===== config.mk =====
export PLATFORM = sky130hd
export DESIGN_NAME = otter_br_target_unit
export DESIGN_NICKNAME = d
export VERILOG_FILES = /design/src/rtl/otter_br_target_unit.sv
export SDC_FILE = /design/constraint.sdc
export NUM_CORES = 1
export LEC_CHECK = 0
export CAP_MARGIN = 25
export CORE_ASPECT_RATIO = 1.2
export CORE_MARGIN = 3
export CORE_UTILIZATION = 55
export DETAILED_ROUTE_END_ITERATION = 12
export PLACE_DENSITY = 0.92
export SLEW_MARGIN = 20
export SYNTH_ARGS = -nofsm -noshare
export SYNTH_HDL_FRONTEND = slang
export SYNTH_SLANG_ARGS = --single-unit

===== constraint.sdc =====
create_clock -name clk -period 6.4 [get_ports clk]
set_clock_uncertainty 0.1 [all_clocks]
set_input_delay 0.96 -clock clk [delete_from_list [all_inputs] [get_ports clk]]
set_output_delay 0.96 -clock clk [all_outputs]
set_load 0.01 [all_outputs]

===== src/rtl/otter_br_target_unit.sv =====
// otter_br_target_unit: branch/jump target computation with a return-address stack and one result register.
// Optional macro OTTER_BR_MISALIGN_EN adds a registered target-misalignment flag.
module otter_br_target_unit #(
    parameter int XLEN      = 32,
    parameter int RAS_DEPTH = 4
) (
    input  logic            clk,
    input  logic            rst,
    input  logic            in_valid,
    output logic            in_ready,
    input  logic [1:0]      op,
    input  logic [XLEN-1:0] pc,
    input  logic [XLEN-1:0] rs1,
    input  logic [XLEN-1:0] imm,
    input  logic            rd_link,
    input  logic            rs1_link,
    output logic            out_valid,
    input  logic            out_ready,
    output logic [XLEN-1:0] out_target,
    output logic [XLEN-1:0] out_pred,
    output logic            out_pred_valid,
    output logic            out_misalign
);
    localparam int PW = $clog2(RAS_DEPTH);
    localparam logic [1:0] OP_JAL  = 2'd1;
    localparam logic [1:0] OP_JALR = 2'd2;
    localparam logic [1:0] OP_NONE = 2'd3;

    logic            xfer, push, pop, hit;
    logic [XLEN-1:0] target, link_addr, top;
    logic [PW-1:0]   tp_q, tp_d, top_idx;
    logic [PW:0]     cnt_q, cnt_d;
    logic [XLEN-1:0] ras_q [RAS_DEPTH];
    logic [XLEN-1:0] ras_d [RAS_DEPTH];
    logic            valid_q, valid_d, pred_valid_q, pred_valid_d;
    logic [XLEN-1:0] target_q, target_d, pred_q, pred_d;

    assign in_ready  = !valid_q | out_ready;
    assign xfer      = in_valid & in_ready;
    assign link_addr = pc + XLEN'(4);
    assign top_idx   = tp_q - PW'(1);
    assign top       = ras_q[top_idx];
    assign push      = xfer & rd_link & (op == OP_JAL | op == OP_JALR);
    assign pop       = xfer & rs1_link & (op == OP_JALR);
    assign hit       = pop & (cnt_q != '0);

    always_comb begin
        target = op == OP_JALR ? (rs1 + imm) & ~XLEN'(1) : op == OP_NONE ? '0 : pc + imm;
    end

    // tp points at the next free slot; a push on a full stack wraps onto the oldest entry
    always_comb begin
        ras_d = ras_q;
        tp_d  = tp_q;
        cnt_d = cnt_q;
        if (hit) begin
            tp_d  = top_idx;
            cnt_d = cnt_q - (PW+1)'(1);
        end
        if (push) begin
            ras_d[tp_d] = link_addr;
            tp_d        = tp_d + PW'(1);
            cnt_d       = cnt_d == (PW+1)'(RAS_DEPTH) ? cnt_d : cnt_d + (PW+1)'(1);
        end
    end

    always_comb begin
        valid_d      = xfer | (valid_q & !out_ready);
        target_d     = xfer ? target : target_q;
        pred_valid_d = xfer ? hit : pred_valid_q;
        pred_d       = xfer ? (hit ? top : '0) : pred_q;
    end

    always_ff @(posedge clk or posedge rst) begin
        if (rst) begin
            valid_q      <= 1'b0;
            target_q     <= '0;
            pred_q       <= '0;
            pred_valid_q <= 1'b0;
            tp_q         <= '0;
            cnt_q        <= '0;
        end else begin
            valid_q      <= valid_d;
            target_q     <= target_d;
            pred_q       <= pred_d;
            pred_valid_q <= pred_valid_d;
            tp_q         <= tp_d;
            cnt_q        <= cnt_d;
        end
    end

    always_ff @(posedge clk) begin
        ras_q <= ras_d;
    end

    assign out_valid      = valid_q;
    assign out_target     = target_q;
    assign out_pred       = pred_q;
    assign out_pred_valid = pred_valid_q;

`ifdef OTTER_BR_MISALIGN_EN
    logic mis_q, mis_d;

    always_comb begin
        mis_d = !xfer ? mis_q : op == OP_JALR ? target[1] : op == OP_NONE ? 1'b0 : |target[1:0];
    end

    always_ff @(posedge clk or posedge rst) begin
        if (rst) mis_q <= 1'b0;
        else     mis_q <= mis_d;
    end

    assign out_misalign = mis_q;
`else
    assign out_misalign = 1'b0;
`endif
endmodule


# Word level (Yosys, flattened, before mapping)
# Index checks and enable logic that the tools add are counted.
# W data, S select, Z words.
[totals]
register_bits = 199
out_inout_bits = 68
word_cells = 54
[classes]
add_sub_neg = 7
n_lt_le_gt_ge = 3
n_eq_ne = 4
n_mux = 14
bitwise_logic = 12
reduce_logical = 4
[op_table]
columns = ["op", "n"]
rows = [
  ["$mux W32", 6],
  ["$bwmux W128", 1],
  ["$add A32 B32 Y32", 2],
  ["$bmux W32 S2", 1],
  ["$demux W32 S2", 1],
  ["$add A32 B3 Y32 const B", 1],
  ["$mux W3", 3],
  ["$and A1 B1 Y1", 7],
  ["$ge A3 B3 Y1 const B", 2],
  ["$not A2 Y3", 2],
  ["$eq A2 B2 Y1 const B", 2],
  ["$mux W2", 2],
  ["$add A3 B1 Y3 const B", 1],
  ["$eq A3 B3 Y1 const B", 1],
  ["$lt A3 B1 Y1 const B", 1],
  ["$or A1 B1 Y1", 3],
  ["$reduce_bool A3 Y1", 1],
  ["$sub A3 B1 Y3 const B", 1],
  ["$add A2 B1 Y2 const B", 1],
  ["$eq A2 B1 Y1 const B", 1],
  ["$logic_not A1 Y1", 2],
  ["$sub A2 B1 Y2 const B", 1],
  ["$logic_and A1 B1 Y1", 1],
]

# Longest topological paths before layout
# Gate-level depths: netlist (run 1).
[depth]
depth_word = 13
mapped_depth = 14
ltp_nobuf = 13

# Least setup slack after synthesis (run 1)
# No wires, ideal clock.
[synth_timing]
kind = "input port to flip-flop"
from = "input port out_ready"
to = "register ras_q[100] in the netlist's numbering, enable pin"
arrival_ns = 3.047
t_required_ns = 5.908
slack_ns = 2.861
path_stages = 8
n_path_buf = 1
path_cell_list = "nand2b_1 > and2_0 > clkbuf_1 > nand2_1 > nor2_1 > xnor2_1 > ha_1 > and2_1"
[synth_via]
elab_chain_len = 4
[synth_lines]
columns = ["item", "line", "text"]
rows = [
  ["from (decl)", "18", "input logic out_ready,"],
  ["$or A1 B1 Y1", "38", "assign in_ready = !valid_q | out_ready;"],
  ["$and A1 B1 Y1", "39", "assign xfer = in_valid & in_ready;"],
  ["$and A1 B1 Y1 (2 in series)", "43", "assign push = xfer & rd_link & (op == OP_JAL | op == OP_JALR);"],
  ["to (signal assigned)", "93", "ras_q <= ras_d;"],
  ["to (decl)", "33", "logic [XLEN-1:0] ras_q [RAS_DEPTH];"],
]
# No other way between the ends.
# A chain may end at the register's enable or synchronous reset.

# Worst setup path in the final report (run 1)
[layout_timing]
from = "input port op[0]"
to = "register ras_q[74] in the netlist's numbering, enable pin"
[layout_via]
elab_chain_len = 3
[layout_lines]
columns = ["item", "line", "text"]
rows = [
  ["from (decl)", "11", "input logic [1:0] op,"],
  ["$eq A2 B1 Y1 / $eq A2 B2 Y1 (equally long branches)", "43", ""],
  ["$or A1 B1 Y1 *", "43", ""],
  ["$and A1 B1 Y1 *", "43", ""],
]
# Every way passes the cells marked *; elsewhere a longest branch is shown, timed or not.

==> flow_summary_export.csv, run 1 <==
group,metric,value,unit
status,status,"finished, final reports clean",
floorplan,dieArea,0.0221,mm2
worst_hold_path,min_from,"out_pred_valid",
critical_path,startpoint_type,"input pin",
drt,ant_nets,0,
logic_synthesis,synth_edf_count,128,
floorplan,fp.coreArea,0.0198,mm2
timing,finalSetupTns,0,ns
timing,finalMaxSlewViolations,0,
clock_tree,cts.clk_slew.worst_paths,0.08,ns
critical_path,crit_chain,"clkdlybuf4s50_1 -> inv_1 -> ha_1 -> buf_4 -> nand2_1 -> nor2_2 -> buf_4 -> xnor2_1 -> inv_1 -> ha_1 -> and2_1 -> buf_12",
pwr,powerDensity,277,mW/mm2
final_layout,fill_cells,1353,
drt,remaining_drc_errors,0,
timing,worst_slew_pin_slew,0.947,ns
floorplan,dieWidth,136,um
clock_tree,h-tree-depth,4,
clock_tree,numCtsBuffers,17,
placement,placed_cell_area,0.0132,mm2
logic_synthesis,yosysSeqAreaShare,50.1,%
critical_path,required,6.43,ns
placement,io_buffers,170,
critical_path,crit_path_max_incr_delay,0.69,ns
drt,drt_wl_total,30000,um
timing,setup_viol,0,
critical_path,rrSetupSlack,2.78,ns
clock_tree,cts_setup_buffers,0,
final_layout,syn2layout_area_growth,23.1,%
timing,min_period,4.25,ns
critical_path,crit_fanout,41,
logic_synthesis,syn-num-nets,1138,
clock_tree,cts_tree,"built",
floorplan,die_y,162,um
floorplan,rows,56,
clock_tree,cts_resized,0,
critical_path,cp.arrival,4.29,ns
logic_synthesis,ys.warnings.count,0,
job,cap_violations,0,
timing,max_freq,0.235,GHz
timing,worst_slack,2.15,ns
timing,rsz0062_at_grt,"no",
clock_tree,cts_root_buffer,"clkbuf_16",
critical_path,worstSetupPathType,"input pin to register",
critical_path,crit_family,"buffers and inverters",
logic_synthesis,synthCells,960,
drt,viasPerCell,6.23,
pwr,p_leak,5.30,nW
final_layout,final_area,0.0138,mm2
global_routing,met1_usage,35.4,%
critical_path,startpoint,"op[0]",
global_routing,grt_pass1_wl,46700,um
pwr,ir_worst_vdd,0.259,mV
final_layout,nNetsFinal,1299,
clock_tree,cts_hold_buffers,0,
timing,timing.hold.ws,0.383,ns
logic_synthesis,ys.flop_type,"edfxtp_1",
logic_synthesis,syn_area,0.0112,mm2
global_routing,gr-max-usage-layer,"met2",
placement,place_hpwl,21900,um
final_layout,final_core_util,69.9,%
timing,relSlewSlack,36.8,%
drt,wl_per_cell,21.5,um
timing,hold_viol,0,
timing,period_share,66.5,%
clock_tree,clock-sinks,199,
placement,place.gp.congestion,0.946,
logic_synthesis,async_flop_share,35.7,%
critical_path,path_buf_inv,6,
global_routing,grt_util_met2,46.8,%
critical_path,end_kind,"register",
drt,dr.pass1.iters,5,
global_routing,antenna_found_initial,1,
placement,dpl_worst_slack,1.79,ns
critical_path,r2r-start,"cnt_q[0]",
global_routing,grt_pass1_vias,8597,
drt,num_vias,8697,
drt,drt_iter0_markers,751,
clock_tree,clk_latency,0.43,ns
critical_path,cp_slowest_cell,"and2_1",
critical_path,r2r-end,"ras_q[49]",
global_routing,grtUsageTotal,27.5,%
critical_path,reg2regPathDepth,10,
global_routing,met3_usage,4.08,%
final_layout,drive_gt1_share,8.55,%
clock_tree,cts_buffer_depth,2,
worst_hold_path,holdPathEnd,"out_pred_valid",
worst_hold_path,hold_class,"register to register",
logic_synthesis,ys_ff_latch,199,
logic_synthesis,synth.distinct_cells,68,
floorplan,initial_utilization,56.8,%
worst_hold_path,whs_path_depth,1,
global_routing,grt_max_degree,72,
floorplan,ios,172,
logic_synthesis,syn_area_per_cell,11.7,um2
global_routing,grt_overflow,0,
worst register-to-register path, stage by stage, from the launching register on:
cell     delay [ns]
dfrtp_1        0.36
inv_1          0.15
ha_1           0.17
inv_1          0.03
o21ai_0        0.54
nor2_2         0.07
buf_4          0.30
xnor2_1        0.43
ha_1           0.21
and2_1         0.71
buf_12         0.25
cell usage after synthesis (all sizes together), types with 5 or more instances:
cell / n / area, um2
o21ai: 48 / 244
nand3: 22 / 110
nor3: 12 / 60.1
a211oi: 5 / 42.5
xor2: 26 / 228
nor2: 65 / 244
and3: 10 / 62.6
ha: 72 / 901
a31oi: 12 / 75.1
a22oi: 8 / 60.1
inv: 24 / 90.1
or2: 5 / 31.3
nand2b: 9 / 56.3
a221oi: 14 / 123
mux4: 32 / 721
a21oi: 68 / 340
nand4: 15 / 93.8
nor2b: 5 / 31.3
a21o: 18 / 135
edfxtp: 128 / 3840
a22o: 32 / 280
nand2: 82 / 308
a2111oi: 5 / 45.0
xnor2: 64 / 561
dfrtp: 71 / 1780
clkbuf: 31 / 116
buf: 9 / 47.6
and2: 10 / 62.6
o221ai: 5 / 50.0
worst max path at each step:
stage,end,slack (ns),cells after the start
after floorplan,ras_q[100],2.86,8
after global placement,ras_q[70],1.97,12
after detailed placement,ras_q[36],1.79,11
after CTS,ras_q[74],2.21,12
after global routing,ras_q[23],1.95,12
final,ras_q[74],2.15,12
cell usage in the layout, fill, tap and decap left out, types with 14 or more instances in the layout:
master / synthesis / final
o21ai_0: 41 / 41
ha_1: 72 / 72
mux4_2: 32 / 32
nor2_1: 65 / 64
a21oi_1: 68 / 68
nand4_1: 15 / 15
a221oi_1: 14 / 14
edfxtp_1: 128 / 128
a21o_1: 18 / 18
nand3_1: 22 / 22
inv_1: 24 / 23
clkdlybuf4s50_1: 0 / 170
a22o_1: 32 / 32
xor2_1: 26 / 26
clkbuf_16: 0 / 17
dfrtp_1: 71 / 70
nand2_1: 82 / 81
xnor2_1: 64 / 64
per-layer routing:
| layer | vias up | share of wire [%] |
|---|---|---|
| li1 | 3972 | - |
| met1 | 4221 | 38 |
| met2 | 420 | 51 |
| met3 | 84 | 6.9 |
| met4 | 0 | 4.1 |
| met5 | - | 0 |
cells by family (layout without fill, tap and decap cells):
group | Yosys count | count (layout) | synth area share (%)
simple gates | 250 | 250 | 10.4
compound gates | 248 | 248 | 15.2
other cells | 1 | 2 | 0.0334
buf+inv | 64 | 238 | 2.26
xor+xnor | 90 | 90 | 7.03
flops | 199 | 199 | 50.1
mux | 34 | 34 | 6.62
fa+ha+maj | 74 | 74 | 8.39
registers in the layout, summed over array words and instances (netlist names):
register	count
out_pred_valid	1
out_target	32
tp_q	2
ras_q	128
out_pred	32
cnt_q	3
out_valid	1
stage by stage:
step	instances	total power [mW]
after floorplan	960	2.35
after global placement	1362	2.74
after detailed placement	1363	2.79
after CTS	1395	3.83
after global routing	1396	3.99
final	1396	3.83
cell type report:
class,instances,area [um2],share of cell area [%]
clock inverter,15,150,1.09
tap,261,327,2.36
antenna,1,2.50,0.0181
inverter,24,90.1,0.652
timing repair buffer,182,1840,13.3
multi-input combinational,697,5350,38.7
clock buffer,17,425,3.08
sequential,199,5620,40.7
report_power, final:
| group | total [mW] | internal, mW | switching, mW | leakage (nW) |
|---|---|---|---|---|
| Sequential | 1.59 | 1.49 | 0.0977 | 2.06 |
| Clock | 1.04 | 0.522 | 0.518 | 0.285 |
| Combinational | 1.20 | 0.605 | 0.594 | 2.95 |
(Power assumes the default switching activity.)
==> inputs of run 2 (changes only) <==
- CORE_UTILIZATION: 55 -> 50
- PLACE_DENSITY: 0.92 -> 0.89
- clock period: 6.4 -> 3.5 ns (I/O delays scaled with it)
==> run 2 against run 1 <==
Sequential cell count did not move. Final area increased by 3.6%. Combinational power up 88%. Setup slack lost 1.9 ns. Sequential share of layout area is 1.4 points lower. Critical path depth unchanged. First-iteration DRC count increased by 5.2%. Utilization is 4.4 points lower. Worst hold slack got worse by 0.0060 ns. Sequential power is 82% higher. Non-clock buffer count rose by 62.
==> flow_summary_export.csv, run 2 (same netlist as run 1, synthesis figures left out) <==
group,metric,value,unit
timing,setup_viol,0,
critical_path,crit_chain,"clkdlybuf4s50_1 -> and2_1 -> fa_1 -> a21o_1 -> a311oi_2 -> nor4_1 -> or3_1 -> a21o_1 -> a31oi_1 -> xnor2_1 -> a22oi_1 -> o21ai_1",
timing,period_share,93.6,%
floorplan,rows,59,
job,cap_violations,0,
pwr,power_frac_seq,40.7,%
critical_path,cp_slowest_cell,"clkdlybuf4s50_1",
status,status,"finished, final reports clean",
pwr,powerDensity,498,mW/mm2
drt,viasPerCell,5.97,
pwr,p_comb_share,31.6,%
timing,relSlewSlack,44.6,%
pwr,swShare,31.1,%
floorplan,dieArea,0.0243,mm2
floorplan,ios,172,
timing,hold_viol,0,
clock_tree,clk_latency,0.43,ns
global_routing,grtUsageTotal,24.9,%
drt,ant_nets,0,
critical_path,crit_fanout,3,
critical_path,cp.arrival,3.48,ns
final_layout,largest_reg_flops,128,
drt,wl_per_cell,20.4,um
final_layout,final_core_util,65.4,%
clock_tree,clock-sinks,199,
clock_tree,h-tree-depth,4,
clock_tree,cts_setup_buffers,0,
clock_tree,cts_tree,"built",
drt,drt_iter0_markers,790,
global_routing,grt_overflow,0,
placement,io_buffers,170,
global_routing,grt_util_met2,43.1,%
timing,timing.hold.ws,0.377,ns
global_routing,met3_usage,2.42,%
placement,place.gp.congestion,0.908,
floorplan,die_y,170,um
timing,rsz0062_at_grt,"no",
clock_tree,numCtsBuffers,17,
critical_path,reg2regPathDepth,13,
pwr,p_switching,2.21,mW
critical_path,crit_path_max_incr_delay,0.46,ns
worst_hold_path,whs_path_depth,1,
placement,place_hpwl,22500,um
timing,max_freq,0.305,GHz
final_layout,final_cell_mix,"clkdlybuf4s50_1 (170), edfxtp_1 (128), nand2_1 (81)",
critical_path,cp_common_cell,"a21o_1",
final_layout,syn2layout_area_growth,27.5,%
final_layout,nNetsFinal,1361,
final_layout,top_register,"ras_q",
worst_hold_path,holdPathEnd,"out_pred_valid",
critical_path,path_buf_inv,1,
final_layout,fill_cells,1613,
worst_hold_path,hold_class,"register to register",
pwr,report.power.total,7.12,mW
clock_tree,cts_root_buffer,"clkbuf_16",
timing,finalSetupTns,0,ns
global_routing,grt_max_degree,69,
drt,drt_wl_total,30000,um
critical_path,required,3.70,ns
critical_path,crit_family,"compound AO/OA/AOI/OAI gates",
final_layout,regArea,0.00562,mm2
critical_path,r2r-start,"cnt_q[0]",
global_routing,met1_usage,32.8,%
timing,min_period,3.27,ns
pwr,pwr-share-clk,27.8,%
critical_path,r2r-end,"cnt_q[0]",
floorplan,initial_utilization,51.3,%
pwr,internal-power,4.90,mW
global_routing,gr-max-usage-layer,"met2",
floorplan,fp.coreArea,0.0219,mm2
pwr,p_leak,5.59,nW
global_routing,grt_pass1_wl,47100,um
floorplan,dieWidth,143,um
final_layout,layout_commonest_cell,"clkdlybuf4s50_1",
final_layout,drive_gt1_share,13.4,%
drt,num_vias,8800,
global_routing,grt_pass1_vias,8635,
critical_path,startpoint_type,"input pin",
global_routing,antenna_found_initial,3,
drt,remaining_drc_errors,0,
timing,worst_slew_pin_slew,0.830,ns
drt,dr.pass1.iters,5,
timing,finalMaxSlewViolations,0,
critical_path,worstSetupPathType,"input pin to register",
clock_tree,cts_buffer_depth,2,
worst_hold_path,min_from,"out_pred_valid",
critical_path,rrSetupSlack,0.53,ns
pwr,ir_worst_vdd,0.350,mV
critical_path,end_kind,"register",
clock_tree,cts.clk_slew.worst_paths,0.08,ns
final_layout,multiInputGateArea,0.00535,mm2
[run 2: metrics by stage]
step	instance area [um2]	worst slack [ns]	instances
final	14300	0.226	1474
after global routing	14300	0.0583	1473
after CTS	14300	0.221	1470
after detailed placement	13700	-0.234	1438
after global placement	13700	-0.157	1438
after floorplan	11200	0.396	960
[run 2: cell type report]
cell class,count,area share (%)
sequential,199,39.3
timing repair buffer,244,15.9
inverter,24,0.630
tap,274,2.40
clock buffer,17,2.98
multi-input combinational,697,37.4
antenna,4,0.0700
clock inverter,15,1.32
[run 2: worst reg2reg max path: cells and delay by family, from the launching register on]
family | cells | cell delay [ns]
AO/OA/AOI/OAI | 5 | 1.20
buffers and inverters | 3 | 0.47
adder cells (fa/ha/maj) | 2 | 0.45
flip-flops | 1 | 0.37
AND/OR/NAND/NOR | 2 | 0.16
XOR/XNOR | 1 | 0.15
[run 2: power by group through the flow]
stage | combinational [mW] | sequential (mW) | clock (mW)
2_1_floorplan | 1.38 | 2.91 | 0
3_3_place_gp | 2.16 | 2.93 | 0
3_5_place_dp | 2.24 | 2.94 | 0
4_1_cts | 2.25 | 2.90 | 2.00
5_1_grt | 2.44 | 2.92 | 2.10
6_report | 2.25 | 2.89 | 1.97
[run 2: worst max-delay path by stage]
stage	startpoint	depth (start not counted)	endpoint	slack, ns
after floorplan	out_ready	8	ras_q[100]	0.40
after global placement	pc[0]	13	out_target[24]	-0.16
after detailed placement	pc[0]	13	out_target[24]	-0.23
after CTS	pc[0]	13	out_target[24]	0.22
after global routing	pc[0]	13	out_target[24]	0.06
final	imm[0]	12	out_target[30]	0.23
[run 2: metal layers]
layer / up-vias / part of all wire [%]
met5: - / 0
met4: 0 / 3.1
met3: 52 / 5.0
met2: 349 / 52
met1: 4306 / 40
li1: 4093 / -
[run 2: repair_timing]
item                                    4_1_cts  5_1_grt
gates resized for setup                       0        2
hold buffers                                  0        0
endpoints found under the setup margin        0        2
hold endpoints to repair                      0        0
